## config.mk

```make
export PLATFORM = sky130hd
export DESIGN_NAME = mem_access_unit
export DESIGN_NICKNAME = d
export VERILOG_FILES = /design/src/rtl/mem_access_unit_pkg.sv /design/src/rtl/mem_access_unit_load_extend.sv /design/src/rtl/mem_access_unit.sv
export SDC_FILE = /design/constraint.sdc
export NUM_CORES = 1
export LEC_CHECK = 0
export ABC_AREA = 1
export CORE_ASPECT_RATIO = 2
export CORE_MARGIN = 2
export CORE_UTILIZATION = 45
export CTS_BUF_LIST = sky130_fd_sc_hd__clkbuf_8
export CTS_CLUSTER_DIAMETER = 120
export DETAILED_ROUTE_END_ITERATION = 10
export GPL_ROUTABILITY_DRIVEN = 0
export GPL_TIMING_DRIVEN = 0
export HOLD_SLACK_MARGIN = 0.12
export PLACE_DENSITY = 0.85
export SLEW_MARGIN = 5
export SYNTH_ARGS = -nofsm -noshare
export SYNTH_HDL_FRONTEND = slang
export SYNTH_SLANG_ARGS = --single-unit
```

## constraint.sdc

```tcl
create_clock -name clk -period 2.1 [get_ports clk]
set_input_delay 0.21 -clock clk [delete_from_list [all_inputs] [get_ports clk]]
set_output_delay 0.21 -clock clk [all_outputs]
set_load 0.05 [all_outputs]
```

## src/rtl/mem_access_unit_pkg.sv

```systemverilog
// Shared encodings and helpers for the byte-serialising memory access unit.
package mem_access_unit_pkg;

    localparam logic [1:0] SZ_WORD = 2'd0;
    localparam logic [1:0] SZ_BYTE = 2'd1;
    localparam logic [1:0] SZ_HALF = 2'd2;
    localparam logic [1:0] SZ_RSVD = 2'd3;

    typedef enum logic [1:0] {
        ST_IDLE = 2'd0,
        ST_XFER = 2'd1,
        ST_RESP = 2'd2
    } state_e;

    function automatic logic [2:0] byte_count(input logic [1:0] size);
        case (size)
            SZ_WORD: byte_count = 3'd4;
            SZ_HALF: byte_count = 3'd2;
            default: byte_count = 3'd1;
        endcase
    endfunction

    // Accesses rejected up front, before any memory traffic is generated.
    function automatic logic access_err(input logic [1:0] size, input logic [1:0] addr_lo);
        case (size)
            SZ_WORD: access_err = (addr_lo != 2'd0);
            SZ_HALF: access_err = addr_lo[0];
            SZ_RSVD: access_err = 1'b1;
            default: access_err = 1'b0;
        endcase
    endfunction

endpackage

```

## src/rtl/mem_access_unit_load_extend.sv

```systemverilog
// Zero/sign extension of assembled little-endian load bytes; shared with writeback.
module mem_access_unit_load_extend
    import mem_access_unit_pkg::*;
(
    input  logic [31:0] data_i,
    input  logic [1:0]  size_i,
    input  logic        signed_i,
    output logic [31:0] result_o
);

    always_comb begin
        result_o = data_i;
        case (size_i)
            SZ_BYTE: result_o = {{24{signed_i & data_i[7]}}, data_i[7:0]};
            SZ_HALF: result_o = {{16{signed_i & data_i[15]}}, data_i[15:0]};
            default: result_o = data_i;
        endcase
    end

endmodule

```

## src/rtl/mem_access_unit.sv

```systemverilog
// Serialises one CPU load/store into byte requests on a req/ack bus and returns one response.
// Optional MEM_ACCESS_TRACE_EN prints a line for every successful store.
module mem_access_unit
    import mem_access_unit_pkg::*;
#(
    parameter int ADDR_W   = 12,
    parameter int MAX_WAIT = 255
) (
    input  logic              clk,
    input  logic              rst,
    input  logic              req_valid,
    output logic              req_ready,
    input  logic              req_write,
    input  logic [1:0]        req_size,
    input  logic              req_signed,
    input  logic [31:0]       req_addr,
    input  logic [31:0]       req_wdata,
    input  logic [31:0]       req_pc,
    output logic              rsp_valid,
    output logic [31:0]       rsp_rdata,
    output logic              rsp_err,
    output logic              mem_req,
    output logic              mem_we,
    output logic [ADDR_W-1:0] mem_addr,
    output logic [7:0]        mem_wdata,
    input  logic [7:0]        mem_rdata,
    input  logic              mem_ack
);

    localparam int WAIT_W = $clog2(MAX_WAIT + 1);

    state_e            state_q;
    logic [31:0]       addr_q, wdata_q, pc_q, bytes_q, bytes_d, ext_result;
    logic [1:0]        size_q, k_q, k_inc;
    logic              signed_q, write_q, last_byte;
    logic [WAIT_W-1:0] wait_q;
    logic [ADDR_W-1:0] next_addr, mem_addr_q;
    logic [7:0]        mem_wdata_q;
    logic              rsp_valid_q, rsp_err_q, mem_req_q, mem_we_q;
    logic [31:0]       rsp_rdata_q;

    assign req_ready = (state_q == ST_IDLE);
    assign rsp_valid = rsp_valid_q;
    assign rsp_rdata = rsp_rdata_q;
    assign rsp_err   = rsp_err_q;
    assign mem_req   = mem_req_q;
    assign mem_we    = mem_we_q;
    assign mem_addr  = mem_addr_q;
    assign mem_wdata = mem_wdata_q;

    assign k_inc     = k_q + 2'd1;
    assign last_byte = ({1'b0, k_q} == (byte_count(size_q) - 3'd1));
    assign next_addr = addr_q[ADDR_W-1:0] + ADDR_W'({1'b0, k_q} + 3'd1);

    // Include the byte arriving this cycle so the final result can be registered on the last ack.
    always_comb begin
        bytes_d = bytes_q;
        bytes_d[{k_q, 3'b000} +: 8] = mem_rdata;
    end

    mem_access_unit_load_extend u_load_extend (
        .data_i   (bytes_d),
        .size_i   (size_q),
        .signed_i (signed_q),
        .result_o (ext_result)
    );

    always_ff @(posedge clk or negedge rst) begin
        if (!rst) begin
            state_q     <= ST_IDLE;
            addr_q      <= '0;
            wdata_q     <= '0;
            pc_q        <= '0;
            size_q      <= SZ_WORD;
            signed_q    <= 1'b0;
            write_q     <= 1'b0;
            k_q         <= '0;
            wait_q      <= '0;
            bytes_q     <= '0;
            rsp_valid_q <= 1'b0;
            rsp_rdata_q <= '0;
            rsp_err_q   <= 1'b0;
            mem_req_q   <= 1'b0;
            mem_we_q    <= 1'b0;
            mem_addr_q  <= '0;
            mem_wdata_q <= '0;
        end else begin
            rsp_valid_q <= 1'b0;
            case (state_q)
                ST_IDLE: begin
                    if (req_valid) begin
                        addr_q   <= req_addr;
                        wdata_q  <= req_wdata;
                        pc_q     <= req_pc;
                        size_q   <= req_size;
                        signed_q <= req_signed;
                        write_q  <= req_write;
                        k_q      <= '0;
                        wait_q   <= '0;
                        bytes_q  <= '0;
                        if (access_err(req_size, req_addr[1:0])) begin
                            state_q     <= ST_RESP;
                            rsp_valid_q <= 1'b1;
                            rsp_err_q   <= 1'b1;
                            rsp_rdata_q <= '0;
                        end else begin
                            state_q     <= ST_XFER;
                            mem_req_q   <= 1'b1;
                            mem_we_q    <= req_write;
                            mem_addr_q  <= req_addr[ADDR_W-1:0];
                            mem_wdata_q <= req_wdata[7:0];
                        end
                    end
                end
                ST_XFER: begin
                    if (mem_ack) begin
                        wait_q <= '0;
                        if (!write_q) bytes_q <= bytes_d;
                        if (last_byte) begin
                            state_q     <= ST_RESP;
                            mem_req_q   <= 1'b0;
                            mem_we_q    <= 1'b0;
                            rsp_valid_q <= 1'b1;
                            rsp_err_q   <= 1'b0;
                            rsp_rdata_q <= write_q ? 32'd0 : ext_result;
                        end else begin
                            k_q         <= k_inc;
                            mem_addr_q  <= next_addr;
                            mem_wdata_q <= wdata_q[{k_inc, 3'b000} +: 8];
                        end
                    end else if (wait_q == WAIT_W'(MAX_WAIT - 1)) begin
                        state_q     <= ST_RESP;
                        mem_req_q   <= 1'b0;
                        mem_we_q    <= 1'b0;
                        rsp_valid_q <= 1'b1;
                        rsp_err_q   <= 1'b1;
                        rsp_rdata_q <= '0;
                    end else begin
                        wait_q <= wait_q + 1'b1;
                    end
                end
                ST_RESP: begin
                    state_q     <= ST_IDLE;
                    rsp_err_q   <= 1'b0;
                    rsp_rdata_q <= '0;
                end
                default: state_q <= ST_IDLE;
            endcase
        end
    end

`ifdef MEM_ACCESS_TRACE_EN
    logic [31:0] trace_data;
    always_comb begin
        case (size_q)
            SZ_BYTE: trace_data = {24'd0, wdata_q[7:0]};
            SZ_HALF: trace_data = {16'd0, wdata_q[15:0]};
            default: trace_data = wdata_q;
        endcase
    end

    always @(posedge clk) begin
        if (rst && state_q == ST_XFER && mem_ack && last_byte && write_q)
            $display("%d@%h: *%h <= %h", $time, pc_q, addr_q, trace_data);
    end
`else
    // Without tracing, the PC and the ignored upper address bits have no consumer.
    logic unused_trace;
    assign unused_trace = ^{pc_q, addr_q[31:ADDR_W]};
`endif

endmodule

```

==> impl_metrics.ini, run 1 <==
[status]
status = completed

[cells_and_area]
num_antenna_cells = 0
fin_area_mm2 = 0.00964
instances_no_fill = 1332
final_cell_mix = 420 x nand2_1, 147 x dfrtp_1, 114 x clkdlybuf4s50_1
utilization_pct = 57.5
drive_above_1_share_pct = 11.6
final_common_cell = nand2_1
syn2layout_area_growth_pct = 25.5
layout.nets = 1239

[placement]
preCtsSetupSlack_ns = -0.273
dpl.cell_count = 1298
portBuffers = 116
dp_hpwl_um = 16200
post_dp_cell_area_mm2 = 0.00914

[critical_path]
crit_path_cell_trace = buf_6, inv_8, ha_4, nor2_4, nand2_1, nand2_1, a21oi_2, nand2_4, buf_6, nand3_1, o21ai_2
crit_required_ns = 2.48
slowest_delay_ns = 0.40
crit_fanout = 13
crit_arrival_ns = 2.39
cp_slowest_cell = dfrtp_1
end_kind = flop
start_kind = flop
worstSetupPathType = flop to flop

[logic_synthesis]
yosysSeqAreaShare_pct = 48.2
synth.ff_latch_count = 148
synth.avg_cell_area_um2 = 7.89
synth_area_mm2 = 0.00769
synth_cell_type_count = 40
netlist_instances = 974
synthDominantCellAreaShare_pct = 48.2
synth_warnings = 0
netlist_top_cells_area = dfrtp_1 48%, nand2_1 21%, nand3_1 5.1%
synth_nets = 1100
synth_top_area_cell = dfrtp_1

[cts]
insertion_delay_ns = 0.46
cts_max_level = 4
root_buffer = clkbuf_8
cts_tree = done
path_clk_slew_ns = 0.08
cts-buffers-inserted = 17
cts.sinks = 148
cts.path.max_buffers = 2

[sta]
rsz0062_at_grt = false
slew_headroom_pct = 52.7
tightest_slew_ns = 0.702
fin_skew_ns = 0.0151
holdWs_ns = 0.252
worst_slack_ns = 0.0960
hold_viol_final = 0
setup_violations = 0
fmax_mhz = 499
finalCriticalPeriod_ns = 2.00
fin_crit_sh_pct = 95.4
fin_setup_tns_ns = 0
slew_viol_final = 0

[detailed_routing]
finalWirelength_um = 21100
vias = 7043
dr.pass1.iters = 5
routedWlPerCell_um = 15.8
drc = 0
ant_nets = 0
initialDrtViolationCount = 407
via_per_inst = 5.29

[grt]
antenna_found_initial = 0
grt_max_degree = 98
grtUsageTotal_pct = 24.2
grt-ovfl-total = 0
grt_pass1_vias = 7038
grt_pass1_wl_um = 33700

[pwr]
switching_share_pct = 45.9
max-vdd-ir-drop_v = 0.00104
clockPowerShare_pct = 18.5
p_leak_nw = 4.75
seq_power_share_pct = 33.0
combPwrFrac_pct = 48.5
powerDensity_mw_per_mm2 = 1320
switching_power_mw = 5.86
p_int_mw = 6.90
power_mw = 12.8

[floorplan]
fp.dieH_um = 189
placementRows = 67
pin_count = 169
die-area_mm2 = 0.0182
dieWidth_um = 96.4
core_mm2 = 0.0168
start_util_pct = 45.8

[min_path]
min_path_type = input pin to async pin

[flow_run]
maxCapViolations = 0
[path summary, 6_finish.rpt]
path / startpoint / endpoint / slack, ns / cells after the start
min in group clk: req_wdata[26] / wdata_q[26] / 0.28 / 3
min: rst / rsp_rdata[13] / 0.25 / 2
max in group asynchronous: rst / k_q[1] / 0.99 / 3
max reg2reg: k_q[0] / rsp_rdata[29] / 0.1 / 11
max: k_q[0] / rsp_rdata[29] / 0.1 / 11
min reg2reg: wdata_q[28] / wdata_q[28] / 0.48 / 2
[metal layers]
metal | part of all wire [%] | vias up | GRT usage [%]
li1 | - | 3399 | -
met3 | 4.8 | 82 | 3.56
met5 | 0 | - | 0
met1 | 34 | 3262 | 24.1
met2 | 55 | 300 | 44.1
met4 | 6.6 | 0 | 16.6
[cell families (layout without fill, tap and decap cells)]
group / Yosys count / count (layout) / share of synthesized area, %
and+or+nand+nor: 553 / 553 / 29.9
buffers and inverters: 110 / 261 / 6.76
adders and majority gates: 14 / 14 / 2.38
xor gates and xnor gates: 6 / 6 / 0.684
muxes: 10 / 10 / 1.30
DFF: 148 / 148 / 48.2
AOI/OAI and AO/OA: 133 / 133 / 10.8
[critical path, delay by kind of cell, from the launching register on]
family          cells  cell delay (ns)
simple gates        5             0.66
buf+inv             3             0.42
flops               1             0.40
fa+ha+maj           1             0.25
compound gates      2             0.22
[power by group through the flow]
stage,logic [mW],registers [mW],clock network [mW]
final,6.19,4.22,2.36
after global routing,6.75,4.30,2.51
after CTS,6.11,4.20,2.38
after detailed placement,6.02,4.25,0
after global placement,5.88,4.23,0
after floorplan,3.27,5.09,0
[final cells by class]
class / instances / area (um^2)
Clock buffer: 17 / 234
Inverter: 67 / 259
Fill cell: 1499 / 7120
Clock inverter: 14 / 178
Sequential cell: 148 / 3700
Multi-Input combinational cell: 716 / 3520
Tap cell: 207 / 259
Buffer: 43 / 278
Timing Repair Buffer: 120 / 1210
[synth_stat cells (all sizes together)]
cell type	instances
a21boi	1
a21oi	10
a22oi	1
a31oi	1
buf	31
clkbuf	12
dfrtp	148
fa	1
ha	13
inv	67
mux2i	10
nand2	429
nand3	80
nand3b	2
nand4	7
nor2	31
nor3	2
o211ai	17
o21a	2
o21ai	99
o22ai	1
o31ai	1
or2	2
xor2	6
[registers in the layout (all words and copies together) (netlist names), 2 cells and up]
| name | count |
|---|---|
| bytes_q | 32 |
| rsp_rdata | 32 |
| wdata_q | 32 |
| addr_q | 12 |
| mem_addr | 12 |
| mem_wdata | 8 |
| wait_q | 8 |
| k_q | 2 |
| size_q | 2 |
| state_q | 2 |
[repair_timing]
item	4_1_cts	5_1_grt
hold buffers	1	0
setup endpoints to repair	49	41
pin swaps	0	1
resized for setup	9	15
hold endpoints to repair	51	0
cloned	0	0
buffers inserted	1	1
(Power assumes the default switching activity.)
==> run 2: changes to the inputs <==
CORE_ASPECT_RATIO = 0.9   (was 2)
==> impl_metrics.ini, run 2 (synthesis results as in run 1) <==
[critical_path]
crit_required_ns = 2.50
reg2reg_depth = 12
end_kind = flop
worstSetupPathType = flop to flop
crit_fanout = 10
crit_arrival_ns = 2.38
start_kind = flop

[detailed_routing]
routed.top_layer = met4
via_per_inst = 5.32
wl_met2_um = 9710
met3_length_um = 1710
drc = 0
vias = 7113
ant_nets = 0
finalWirelength_um = 20600
dr.pass1.iters = 5
initialDrtViolationCount = 738
routedWlPerCell_um = 15.4
met1_length_um = 8780

[grt]
grt_pass1_vias = 6729
antenna_found_initial = 0
grt-ovfl-total = 0
grtUsageTotal_pct = 23.5
grt_max_degree = 81
grt_pass1_wl_um = 33500

[min_path]
hold_depth = 3
min_path_type = input pin to flop

[floorplan]
dieWidth_um = 142
fp.dieH_um = 128
die-area_mm2 = 0.0181
placementRows = 45
core_mm2 = 0.0168
pin_count = 169
start_util_pct = 45.8

[cts]
path_clk_slew_ns = 0.08
cts_max_level = 4
cts.path.max_buffers = 2
cts.sinks = 148
cts_tree = done
cts-buffers-inserted = 17
insertion_delay_ns = 0.47
root_buffer = clkbuf_8

[cells_and_area]
layout.nets = 1242
final_common_cell = nand2_1
final_cell_mix = 419 x nand2_1, 147 x dfrtp_1, 114 x clkdlybuf4s50_1
drive_above_1_share_pct = 11.8
num_antenna_cells = 0
utilization_pct = 57.6
syn2layout_area_growth_pct = 25.7

[sta]
fin_skew_ns = 0.0108
fin_crit_sh_pct = 94.6
tightest_slew_ns = 0.648
setup_violations = 0
slew_viol_final = 0
fmax_mhz = 503
worst_slack_ns = 0.113
hold_viol_final = 0
slew_headroom_pct = 56.8
finalCriticalPeriod_ns = 1.99

[pwr]
p_leak_nw = 4.77
power_mw = 12.7
max-vdd-ir-drop_v = 0.00113
powerDensity_mw_per_mm2 = 1310

[status]
status = completed

[placement]
preCtsSetupSlack_ns = -0.288
dp_hpwl_um = 14700
portBuffers = 116

[flow_run]
maxCapViolations = 0
==> run 2: cell types whose count changed in the layout (fill, tap and decap cells not counted), moves of 2 or more <==
| cell | previous run | this run |
|---|---|---|
| buf_4 | 6 | 9 |
| clkbuf_8 | 17 | 21 |
| clkinv_2 | 0 | 4 |
| clkinv_4 | 3 | 1 |
| inv_6 | 4 | 0 |
==> run 2: critical path, stage by stage, from the launching register on <==
cell and delay, ns:
dfrtp_2 0.45, clkinvlp_4 0.14, buf_4 0.14, ha_2 0.25
nand2_2 0.12, inv_2 0.07, nand2_1 0.07, nand2_2 0.08
nand2_2 0.06, nand2_4 0.14, buf_6 0.15, nand3_1 0.10
o21ai_2 0.14
==> run 2: what timing repair did <==
item / 4_1_cts / 5_1_grt
hold endpoints to repair: 68 / 0
hold buffers: 1 / 0
gates resized for setup: 12 / 13
setup endpoints to repair: 52 / 38
setup buffers: 1 / 4
pin swaps: 0 / 1
==> run 2: area by class of cell <==
type / count / area [um^2]
fillers: 1473 / 7120
flip-flops and latches: 148 / 3700
multi-input cells: 716 / 3520
repair buffers: 123 / 1240
clock buffers: 21 / 289
plain buffers: 43 / 278
inverters: 67 / 268
well taps: 211 / 264
clock inverters: 9 / 104
==> run 2: per-stage QoR <==
stage	instances	TNS (ns)	hold WS, ns	cell area (um^2)
floorplan	974	0	-0.0856	7690
global placement	1301	-753.27	0.460	9110
detailed placement	1302	-6.77	0.261	9140
CTS	1334	0	0.237	9590
global route	1338	-0.0165	0.259	9660
finish	1338	0	0.262	9660
==> run 2: per-layer routing <==
layer  vias up  GRT usage (%)
met2       332           38.6
met4         0           8.12
met3        39           4.89
met1      3334           31.2
li1       3408              -
met5         -              0
==> run 2: report_power, final <==
| group | total, mW | internal, mW | switching, mW |
|---|---|---|---|
| clock | 2.24 | 1.16 | 1.08 |
| sequential | 4.22 | 3.67 | 0.555 |
| combinational | 6.22 | 2.06 | 4.16 |
==> run 2: path summary, 6_finish.rpt <==
check,startpoint,end,slack [ns]
min in group asynchronous,rst,bytes_q[21],0.31
max reg2reg,k_q[1],rsp_rdata[27],0.11
max in group asynchronous,rst,wdata_q[10],0.98
max,k_q[1],rsp_rdata[27],0.11
min,req_wdata[18],wdata_q[18],0.26
min reg2reg,wdata_q[6],wdata_q[6],0.49
==> run 3: changes to the inputs <==
CELL_PAD_IN_SITES_DETAIL_PLACEMENT = 1   (was not set)
CELL_PAD_IN_SITES_GLOBAL_PLACEMENT = 1   (was not set)
CORE_UTILIZATION = 35   (was 45)
MAX_ROUTING_LAYER = met4   (was not set)
PLACE_DENSITY = 0.89   (was 0.85)
==> impl_metrics.ini, run 3 (synthesis results as in run 1) <==
[status]
status = completed

[pwr]
seq_power_share_pct = 31.9
switching_share_pct = 47.4
powerDensity_mw_per_mm2 = 1350
clockPowerShare_pct = 18.8
p_leak_nw = 4.80
p_int_mw = 7.00
max-vdd-ir-drop_v = 0.000787
combPwrFrac_pct = 49.2
switching_power_mw = 6.31

[critical_path]
start_kind = flop
cp_common_cell = nand2_2
worstSetupPathType = flop to flop
rr_startpoint = k_q[0]
crit_arrival_ns = 2.43
slowest_delay_ns = 0.42
cp_slowest_cell = dfrtp_2
crit_path_cell_trace = buf_8, inv_8, ha_4, nand2_2, inv_2, nand2_1, nand2_2, nand2_2, nand2_4, buf_6, nand3_1, o21ai_2
crit_start = k_q[0]
rr_endpoint = rsp_rdata[29]
reg2reg_depth = 12
rrSetupSlack_ns = 0.1
crit_required_ns = 2.53
end_kind = flop
crit_fanout = 13

[flow_run]
maxCapViolations = 0

[sta]
slew_headroom_pct = 55.1
hold_viol_final = 0
fin_crit_sh_pct = 95.4
tightest_slew_ns = 0.673
setup_violations = 0
fin_skew_ns = 0.0130
fmax_mhz = 499
slew_viol_final = 0
worst_slack_ns = 0.0970
finalCriticalPeriod_ns = 2.00

[detailed_routing]
finalWirelength_um = 25100
vias = 7256
via_per_inst = 5.09
ant_nets = 0
initialDrtViolationCount = 417
routedWlPerCell_um = 17.6
drc = 0
dr.pass1.iters = 5

[cts]
cts.sinks = 148
insertion_delay_ns = 0.50
cts-buffers-inserted = 17
cts.path.max_buffers = 2
cts_tree = done
cts_max_level = 4
path_clk_slew_ns = 0.09
root_buffer = clkbuf_8

[grt]
grt_pass1_wl_um = 40200
antenna_found_initial = 1
gr-max-usage-layer = met2
grt_max_degree = 84
grt_pass1_vias = 7628
use_met3_pct = 5.51
grt_util_met1_pct = 28.1
grt-ovfl-total = 0
grtUsageTotal_pct = 23.1
met2_usage_pct = 39.1

[floorplan]
start_util_pct = 35.6
fp.dieH_um = 145
die-area_mm2 = 0.0232
pin_count = 169
core_mm2 = 0.0216
placementRows = 51
dieWidth_um = 160

[placement]
preCtsSetupSlack_ns = -0.337
dp_hpwl_um = 17800
portBuffers = 116
post_dp_cell_area_mm2 = 0.00924

[cells_and_area]
final_common_cell = nand2_1
fin_area_mm2 = 0.00987
layout.nets = 1247
final_cell_mix = 417 x nand2_1, 146 x dfrtp_1, 114 x clkdlybuf4s50_1
fillCellCount = 2684
syn2layout_area_growth_pct = 28.4
drive_above_1_share_pct = 13.1

[min_path]
hold_depth = 3
min_to = wdata_q[22]
hold_path_startpoint = req_wdata[22]
min_path_type = input pin to flop
==> run 3: worst max-delay path by stage <==
stage                         end  cells after the start
detailed placement   mem_wdata[5]                      8
CTS                 rsp_rdata[23]                      8
global route         mem_wdata[7]                     13
floorplan           rsp_rdata[26]                     11
finish              rsp_rdata[29]                     12
global placement      wdata_q[23]                      1
==> run 3: power groups by stage <==
stage,sequential (mW),combinational [mW],clock [mW]
detailed placement,4.28,6.24,0
floorplan,5.09,3.27,0
CTS,4.25,6.39,2.53
finish,4.25,6.55,2.50
global placement,4.25,6.02,0
global route,4.35,7.17,2.66
==> run 3: layout make-up <==
cell class | instances | area (um^2) | area share [%]
Sequential cell | 148 | 3710 | 37.6
Multi-Input combinational cell | 716 | 3540 | 35.9
Timing Repair Buffer | 128 | 1280 | 12.9
Tap cell | 291 | 364 | 3.69
Buffer | 43 | 282 | 2.85
Inverter | 67 | 263 | 2.66
Clock buffer | 17 | 234 | 2.37
Clock inverter | 15 | 196 | 1.99
Antenna cell | 1 | 2.50 | 0.0254
==> run 3: routing by layer <==
| layer | up-vias | routed length [um] |
|---|---|---|
| met5 | - | 0 |
| met4 | 0 | 354 |
| met3 | 31 | 1460 |
| met2 | 192 | 12500 |
| met1 | 3618 | 10800 |
| li1 | 3415 | - |
==> run 3: per-stage QoR <==
stage | utilization [%] | setup TNS [ns] | hold WS [ns] | instances | total power [mW]
6_report | 45.8 | 0 | 0.239 | 1426 | 13.3
5_1_grt | 45.8 | -0.466 | 0.244 | 1426 | 14.2
4_1_cts | 45.2 | 0 | 0.220 | 1415 | 13.2
3_5_place_dp | 42.9 | -11.36 | 0.246 | 1382 | 10.5
3_3_place_gp | 42.7 | -815.11 | 0.457 | 1381 | 10.3
2_1_floorplan | - | 0 | -0.0856 | 974 | 8.35
==> run 3: critical path: cells and delay by family, from the launching register on <==
family	cells	cell delay (ns)
AND/OR/NAND/NOR	6	0.59
buffers and inverters	4	0.46
flip-flops	1	0.42
AO/OA/AOI/OAI	1	0.13
adder cells (fa/ha/maj)	1	0.32
==> run 3: repair_timing <==
item                       in CTS  in global routing
setup endpoints to repair      68                 42
pin swaps                       0                  3
buffers inserted                0                 10
resized for setup              17                 18
hold buffers                    1                  0
hold endpoints to repair       82                  0
